$ cat src/rtl/reg_write_queue_pkg.sv
// Shared register-file constants used by the write queue and its lookup helper.
package reg_write_queue_pkg;

    localparam int RegBus     = 32;
    localparam int RegAddrBus = 5;
    localparam int RegNum     = 32;
    localparam int QueueDepth = 4;

    localparam logic [RegAddrBus-1:0] NOPRegAddr   = 5'b0;
    localparam logic                  WriteEnable  = 1'b1;
    localparam logic                  WriteDisable = 1'b0;
    localparam logic [RegBus-1:0]     ZeroWord     = 32'h0;
    localparam logic                  RstEnable    = 1'b1;

endpackage

$ cat src/rtl/wq_lookup.sv
// Newest-match priority search over the pending write queue; also reused by decode forwarding.
module wq_lookup
    import reg_write_queue_pkg::*;
#(
    parameter int DEPTH  = QueueDepth,
    parameter int DATA_W = RegBus,
    parameter int ADDR_W = RegAddrBus,
    localparam int PTR_W = $clog2(DEPTH)
) (
    input  logic [ADDR_W-1:0] i_addr [DEPTH],
    input  logic [DATA_W-1:0] i_data [DEPTH],
    input  logic [DEPTH-1:0]  i_valid,
    input  logic [PTR_W-1:0]  i_head,
    input  logic [ADDR_W-1:0] i_raddr,
    output logic              o_hit,
    output logic [DATA_W-1:0] o_data
);

    logic [PTR_W-1:0] w_slot;

    // Walk from the head (oldest) forward; a later match overrides, so the newest wins.
    always_comb begin
        o_hit  = 1'b0;
        o_data = DATA_W'(ZeroWord);
        w_slot = i_head;
        for (int k = 0; k < DEPTH; k++) begin
            w_slot = i_head + PTR_W'(k);
            if (i_raddr != ADDR_W'(NOPRegAddr) && i_valid[w_slot] && i_addr[w_slot] == i_raddr) begin
                o_hit  = 1'b1;
                o_data = i_data[w_slot];
            end
        end
    end

endmodule

$ cat src/rtl/reg_write_queue.sv
// In-order write queue feeding the register file's single write port.
// Optional macro WQ_INPUT_BYPASS_EN lets lookup also see this cycle's producer inputs.
module reg_write_queue
    import reg_write_queue_pkg::*;
#(
    parameter int DEPTH  = QueueDepth,
    parameter int DATA_W = RegBus,
    parameter int ADDR_W = RegAddrBus
) (
    input  logic                       clk,
    input  logic                       rst,
    input  logic                       alu_valid,
    input  logic [ADDR_W-1:0]          alu_waddr,
    input  logic [DATA_W-1:0]          alu_wdata,
    input  logic                       mem_valid,
    input  logic [ADDR_W-1:0]          mem_waddr,
    input  logic [DATA_W-1:0]          mem_wdata,
    output logic                       stall_req,
    output logic                       we,
    output logic [ADDR_W-1:0]          waddr,
    output logic [DATA_W-1:0]          wdata,
    input  logic [ADDR_W-1:0]          lookup_raddr,
    output logic                       lookup_hit,
    output logic [DATA_W-1:0]          lookup_data,
    output logic [$clog2(DEPTH+1)-1:0] count,
    output logic                       overflow
);

    localparam int PTR_W = $clog2(DEPTH);
    localparam int CNT_W = $clog2(DEPTH+1);

    logic [ADDR_W-1:0] r_addr [DEPTH];
    logic [DATA_W-1:0] r_data [DEPTH];
    logic [PTR_W-1:0]  r_rdPtr;
    logic [PTR_W-1:0]  r_wrPtr;
    logic [CNT_W-1:0]  r_count;
    logic              r_overflow;

    logic              w_deq;
    logic [CNT_W-1:0]  w_free;
    logic              w_memOk;
    logic              w_aluOk;
    logic              w_memAcc;
    logic              w_aluAcc;
    logic [PTR_W-1:0]  w_aluSlot;
    logic [PTR_W-1:0]  w_off;
    logic [DEPTH-1:0]  w_valid;
    logic              w_qHit;
    logic [DATA_W-1:0] w_qData;

    // Free slots are counted after this cycle's dequeue; the load is older so it claims a slot first.
    assign w_deq     = (r_count != '0);
    assign w_free    = CNT_W'(DEPTH) - r_count + CNT_W'(w_deq);
    assign w_memOk   = mem_valid && (mem_waddr != ADDR_W'(NOPRegAddr));
    assign w_aluOk   = alu_valid && (alu_waddr != ADDR_W'(NOPRegAddr));
    assign w_memAcc  = w_memOk && (w_free != '0);
    assign w_aluAcc  = w_aluOk && (w_free > CNT_W'(w_memAcc));
    assign w_aluSlot = r_wrPtr + PTR_W'(w_memAcc);

    assign stall_req = (r_count > CNT_W'(DEPTH-2));
    assign count     = r_count;
    assign overflow  = r_overflow;

    always_ff @(posedge clk) begin
        if (w_memAcc) begin
            r_addr[r_wrPtr] <= mem_waddr;
            r_data[r_wrPtr] <= mem_wdata;
        end
        if (w_aluAcc) begin
            r_addr[w_aluSlot] <= alu_waddr;
            r_data[w_aluSlot] <= alu_wdata;
        end
    end

    always_ff @(posedge clk) begin
        if (rst == RstEnable) begin
            r_rdPtr    <= '0;
            r_wrPtr    <= '0;
            r_count    <= '0;
            r_overflow <= 1'b0;
        end else begin
            r_rdPtr    <= r_rdPtr + PTR_W'(w_deq);
            r_wrPtr    <= r_wrPtr + PTR_W'(w_memAcc) + PTR_W'(w_aluAcc);
            r_count    <= r_count + CNT_W'(w_memAcc) + CNT_W'(w_aluAcc) - CNT_W'(w_deq);
            if ((w_memOk && !w_memAcc) || (w_aluOk && !w_aluAcc))
                r_overflow <= 1'b1;
        end
    end

    // The head drives the port directly; a reset cycle must never commit a write.
    always_comb begin
        we    = WriteDisable;
        waddr = ADDR_W'(NOPRegAddr);
        wdata = DATA_W'(ZeroWord);
        if (w_deq && rst != RstEnable) begin
            we    = WriteEnable;
            waddr = r_addr[r_rdPtr];
            wdata = r_data[r_rdPtr];
        end
    end

    always_comb begin
        w_valid = '0;
        w_off   = '0;
        for (int i = 0; i < DEPTH; i++) begin
            w_off      = PTR_W'(i) - r_rdPtr;
            w_valid[i] = (CNT_W'(w_off) < r_count);
        end
    end

    wq_lookup #(
        .DEPTH  (DEPTH),
        .DATA_W (DATA_W),
        .ADDR_W (ADDR_W)
    ) u_lookup (
        .i_addr  (r_addr),
        .i_data  (r_data),
        .i_valid (w_valid),
        .i_head  (r_rdPtr),
        .i_raddr (lookup_raddr),
        .o_hit   (w_qHit),
        .o_data  (w_qData)
    );

`ifdef WQ_INPUT_BYPASS_EN
    // ALU is the youngest instruction, then the load, then anything already queued.
    always_comb begin
        lookup_hit  = w_qHit;
        lookup_data = w_qData;
        if (w_aluOk && alu_waddr == lookup_raddr) begin
            lookup_hit  = 1'b1;
            lookup_data = alu_wdata;
        end else if (w_memOk && mem_waddr == lookup_raddr) begin
            lookup_hit  = 1'b1;
            lookup_data = mem_wdata;
        end
    end
`else
    assign lookup_hit  = w_qHit;
    assign lookup_data = w_qData;
`endif

endmodule

$ cat config.mk
export PLATFORM = sky130hd
export DESIGN_NAME = reg_write_queue
export DESIGN_NICKNAME = d
export VERILOG_FILES = /design/src/rtl/reg_write_queue_pkg.sv /design/src/rtl/wq_lookup.sv /design/src/rtl/reg_write_queue.sv
export SDC_FILE = /design/constraint.sdc
export NUM_CORES = 1
export LEC_CHECK = 0
export ABC_CLOCK_PERIOD_IN_PS = 6200
export CORE_UTILIZATION = 57
export CTS_CLUSTER_SIZE = 20
export DETAILED_ROUTE_END_ITERATION = 6
export PLACE_DENSITY = 0.81
export SLEW_MARGIN = 20
export SYNTH_ARGS = -nofsm -noshare
export SYNTH_HDL_FRONTEND = slang
export SYNTH_SLANG_ARGS = --single-unit
$ cat constraint.sdc
create_clock -name clk -period 6.2 [get_ports clk]
set_input_delay 0.62 -clock clk [delete_from_list [all_inputs] [get_ports clk]]
set_output_delay 0.62 -clock clk [all_outputs]
set_load 0.05 [all_outputs]
==> metrics.txt <==
hold buffers post-CTS=0; wire length per cell=20.8 um; worst setup path class=register to output port; max-cap violation count=0; die area=21,600 um^2; Cell Area, Synth=roughly 12,000 um^2; Detailed Routing Iterations Pass 1=5; Root Driver=clkbuf_16; final period utilization=87.6%; cell taking the most area after synthesis=dfxtp_1; Pleak=5.17 nW; ys async rst share=0%; Internal=around 0.0047 W; Antenna diodes=0; Rows=52; worst vdd ir=approximately 0.36 mV; R2R depth=14; Post-synth EDFFs=0; pre-CTS setup slack=approximately 1.3 ns; hold path start=overflow; RSZ-0062 raised after global routing=no; maximum root-to-sink buffer count=2; Top-Level Pins=~160; Post-Syn Instances=~1,400; count leader, synth=nand2_1; Clock Latency Late Sink=0.43 ns; fraction of layout cells with a size suffix above 1=around 17%; CP Max Fanout=79; vias in the first global route=between 10,000 and 15,000; Starting Density=58.5%; first-pass GRT wire length=between 50,000 and 60,000 um; DIE HEIGHT=147 um; share of the synthesized area in the top cell type=26.1%; largest net degree at the start of global routing=82; CTS Sinks=156; Final Hold Fails=0; Detail Placement HPWL=23,600 um; total CTS buffers=17; Setup Fix Bufs, Post-CTS=0; Unique masters post-synth=52; post-route DRC violation count=0; Critical Path AT=4.81 ns; clock share of power=12.2%; max-slew violations=0; clock period minus worst slack=roughly 5.4 ns; Min-Delay Path Class=register to register; Crit path required time=5.58 ns; area grow syn2layout=20.9%; Synth Flop Type=dfxtp_1; mean number of vias per cell=6.48; Sw Share=47.6%; Worst Max-Slew Pin Slew=1.13 ns; Worst R2R Setup Slack=about 2.1 ns; run status=finished clean; Max H-tree Level=4; setup TNS=0 ns; CP peak stage delay=0.97 ns; port bufs=around 160; Area contributors post-synth=dfxtp_1 26%, mux2i_1 17%, mux4_2 14%; met2 GRT Util=54.0%; DIE WIDTH=147 um; Reg clk slew, reported paths=0.06 ns; commonest cells in the netlist=224 x nand2_1, 199 x mux2i_1, 181 x o21ai_0; crit-path cells=inv_2 > ha_1 > or2_2 > mux4_2 > a22oi_1 > and3_1 > buf_4 > nor4_1 > a311oi_1 > buf_12; max_slew headroom=24.2%; Syn. warnings=0; Top delay family on crit path=flip-flops; NetSw=0.00429 W; WHS Endpoint=overflow; CTS tree=done; FMAX=184 MHz; Critical Path Sink Type=output port; CP max stage cell=dfxtp_4; Worst R2R Start=count[0]; crit start category=register; final wirelength=36,100 um; PwrDens=623 nW/um^2; Mapped Nets=1,477; hold path depth=2; busiest grt layer=met2; final setup fails=0; Clock Skews=roughly 0.0048 ns; Avg Inst Size Synth=roughly 8.7 um^2; gpl congestion=roughly 0.9; Final #Nets=1,550; GRT overflow=0; Final ANT Viol Nets=0; sequential power share=~24%; WP buf/inv=3; initial DRC count=939; met1 Use GR=42.5%; Global Route met3 Usage=7.92%; Std-Cell Core Area=20,400 um^2; antenna violations before repair=0; Final Worst Setup Slack=0.768 ns; sequential cell area fraction in the yosys report=26.1%; Vias=about 11,000; post-synthesis register bit count=~160; gr usage total=33.8%; Comb power frac=between 60% and 70%; post-CTS resize count=0; Fill cells=1,510; R2R Path End=r_data[92]
==> cell type report <==
cell class	instances	area, um^2	share of cell area (%)
Clock buffer	20	437	3.02
Clock inverter	11	169	1.17
Inverter	14	52.6	0.363
Multi-Input combinational cell	1081	8230	56.9
Sequential cell	156	3130	21.6
Tap cell	270	338	2.34
Timing Repair Buffer	183	2100	14.5
==> sequential cells by signal, summed over array words and instances (netlist names) <==
| name | flops |
|---|---|
| r_data | 128 |
| r_addr | 20 |
| count | 3 |
| r_rdPtr | 2 |
| r_wrPtr | 2 |
| overflow | 1 |
==> worst max path at each step <==
stage                     startpoint              end  slack (ns)  depth (start not counted)
after floorplan           r_rdPtr[0]  lookup_data[30]        0.53                         17
after global placement    r_rdPtr[1]   lookup_data[4]        1.41                         10
after detailed placement  r_rdPtr[1]  lookup_data[31]        1.31                         10
after CTS                 r_rdPtr[1]  lookup_data[31]        0.83                         10
after global routing      r_rdPtr[1]   lookup_data[4]        0.53                         10
final                     r_rdPtr[1]  lookup_data[31]        0.77                         10
==> routing by layer <==
| metal | share of wire [%] | wire length (um) |
|---|---|---|
| met1 | 39 | 14000 |
| met2 | 47 | 16800 |
| met3 | 11 | 3840 |
| met4 | 4.1 | 1480 |
| met5 | 0 | 0 |
==> placed cells by master, fill, tap and decap left out, drive strengths merged, types with 2 or more instances in the layout <==
cell type / instances
and2: 4
clkdlybuf4s50: 125
nor3b: 2
buf: 58
nor2: 139
mux2i: 200
clkinv: 3
nand2: 224
o21ai: 182
nor4: 32
nand3: 34
nor2b: 6
nand2b: 3
a311oi: 31
a211o: 3
mux4: 75
and3: 5
a21oi: 38
clkbuf: 20
or2: 4
or4: 2
xnor2: 13
mux2: 36
nand4: 2
nor3: 8
fa: 2
clkinvlp: 4
xor2: 10
bufinv: 4
inv: 14
dfxtp: 156
ha: 12
==> logic make-up after synthesis <==
group | share of synthesized area (%)
simple gates | 16.8
mux | 34.3
compound gates | 14.1
flops | 26.1
buf+inv | 5.37
xor+xnor | 1.68
fa+ha+maj | 1.59
==> power groups by stage <==
stage               Sequential, W  Combinational [W]  Clock [W]
floorplan                 0.00191            0.00427          0
global placement          0.00210            0.00549          0
detailed placement        0.00216            0.00562          0
CTS                       0.00215            0.00567    0.00111
global route              0.00225            0.00613    0.00116
finish                    0.00218            0.00572    0.00110
==> worst register-to-register path: stages (launching register included) <==
cell     delay [ns]
dfxtp_1        0.40
nor3_1         0.33
ha_1           0.20
inv_1          0.04
ha_1           0.18
xor2_1         0.20
nor2_1         0.08
a21oi_1        0.33
ha_1           0.30
nor2_1         0.08
nor3_1         0.06
nor2_1         0.25
and3_2         0.97
buf_4          0.40
o21ai_0        0.14
==> stage by stage <==
stage | total power (W) | area (um^2) | util [%] | hold slack, ns | std cells
4_1_cts | 0.00893 | 14500 | 70.8 | 0.516 | 1735
2_1_floorplan | 0.00617 | 12000 | - | 0.522 | 1380
6_report | 0.00900 | 14500 | 70.8 | 0.504 | 1735
3_3_place_gp | 0.00759 | 13900 | 67.8 | 0.462 | 1704
3_5_place_dp | 0.00779 | 13900 | 67.8 | 0.500 | 1704
5_1_grt | 0.00953 | 14500 | 70.8 | 0.581 | 1735
Note: power is estimated with default switching activity, not from simulation.
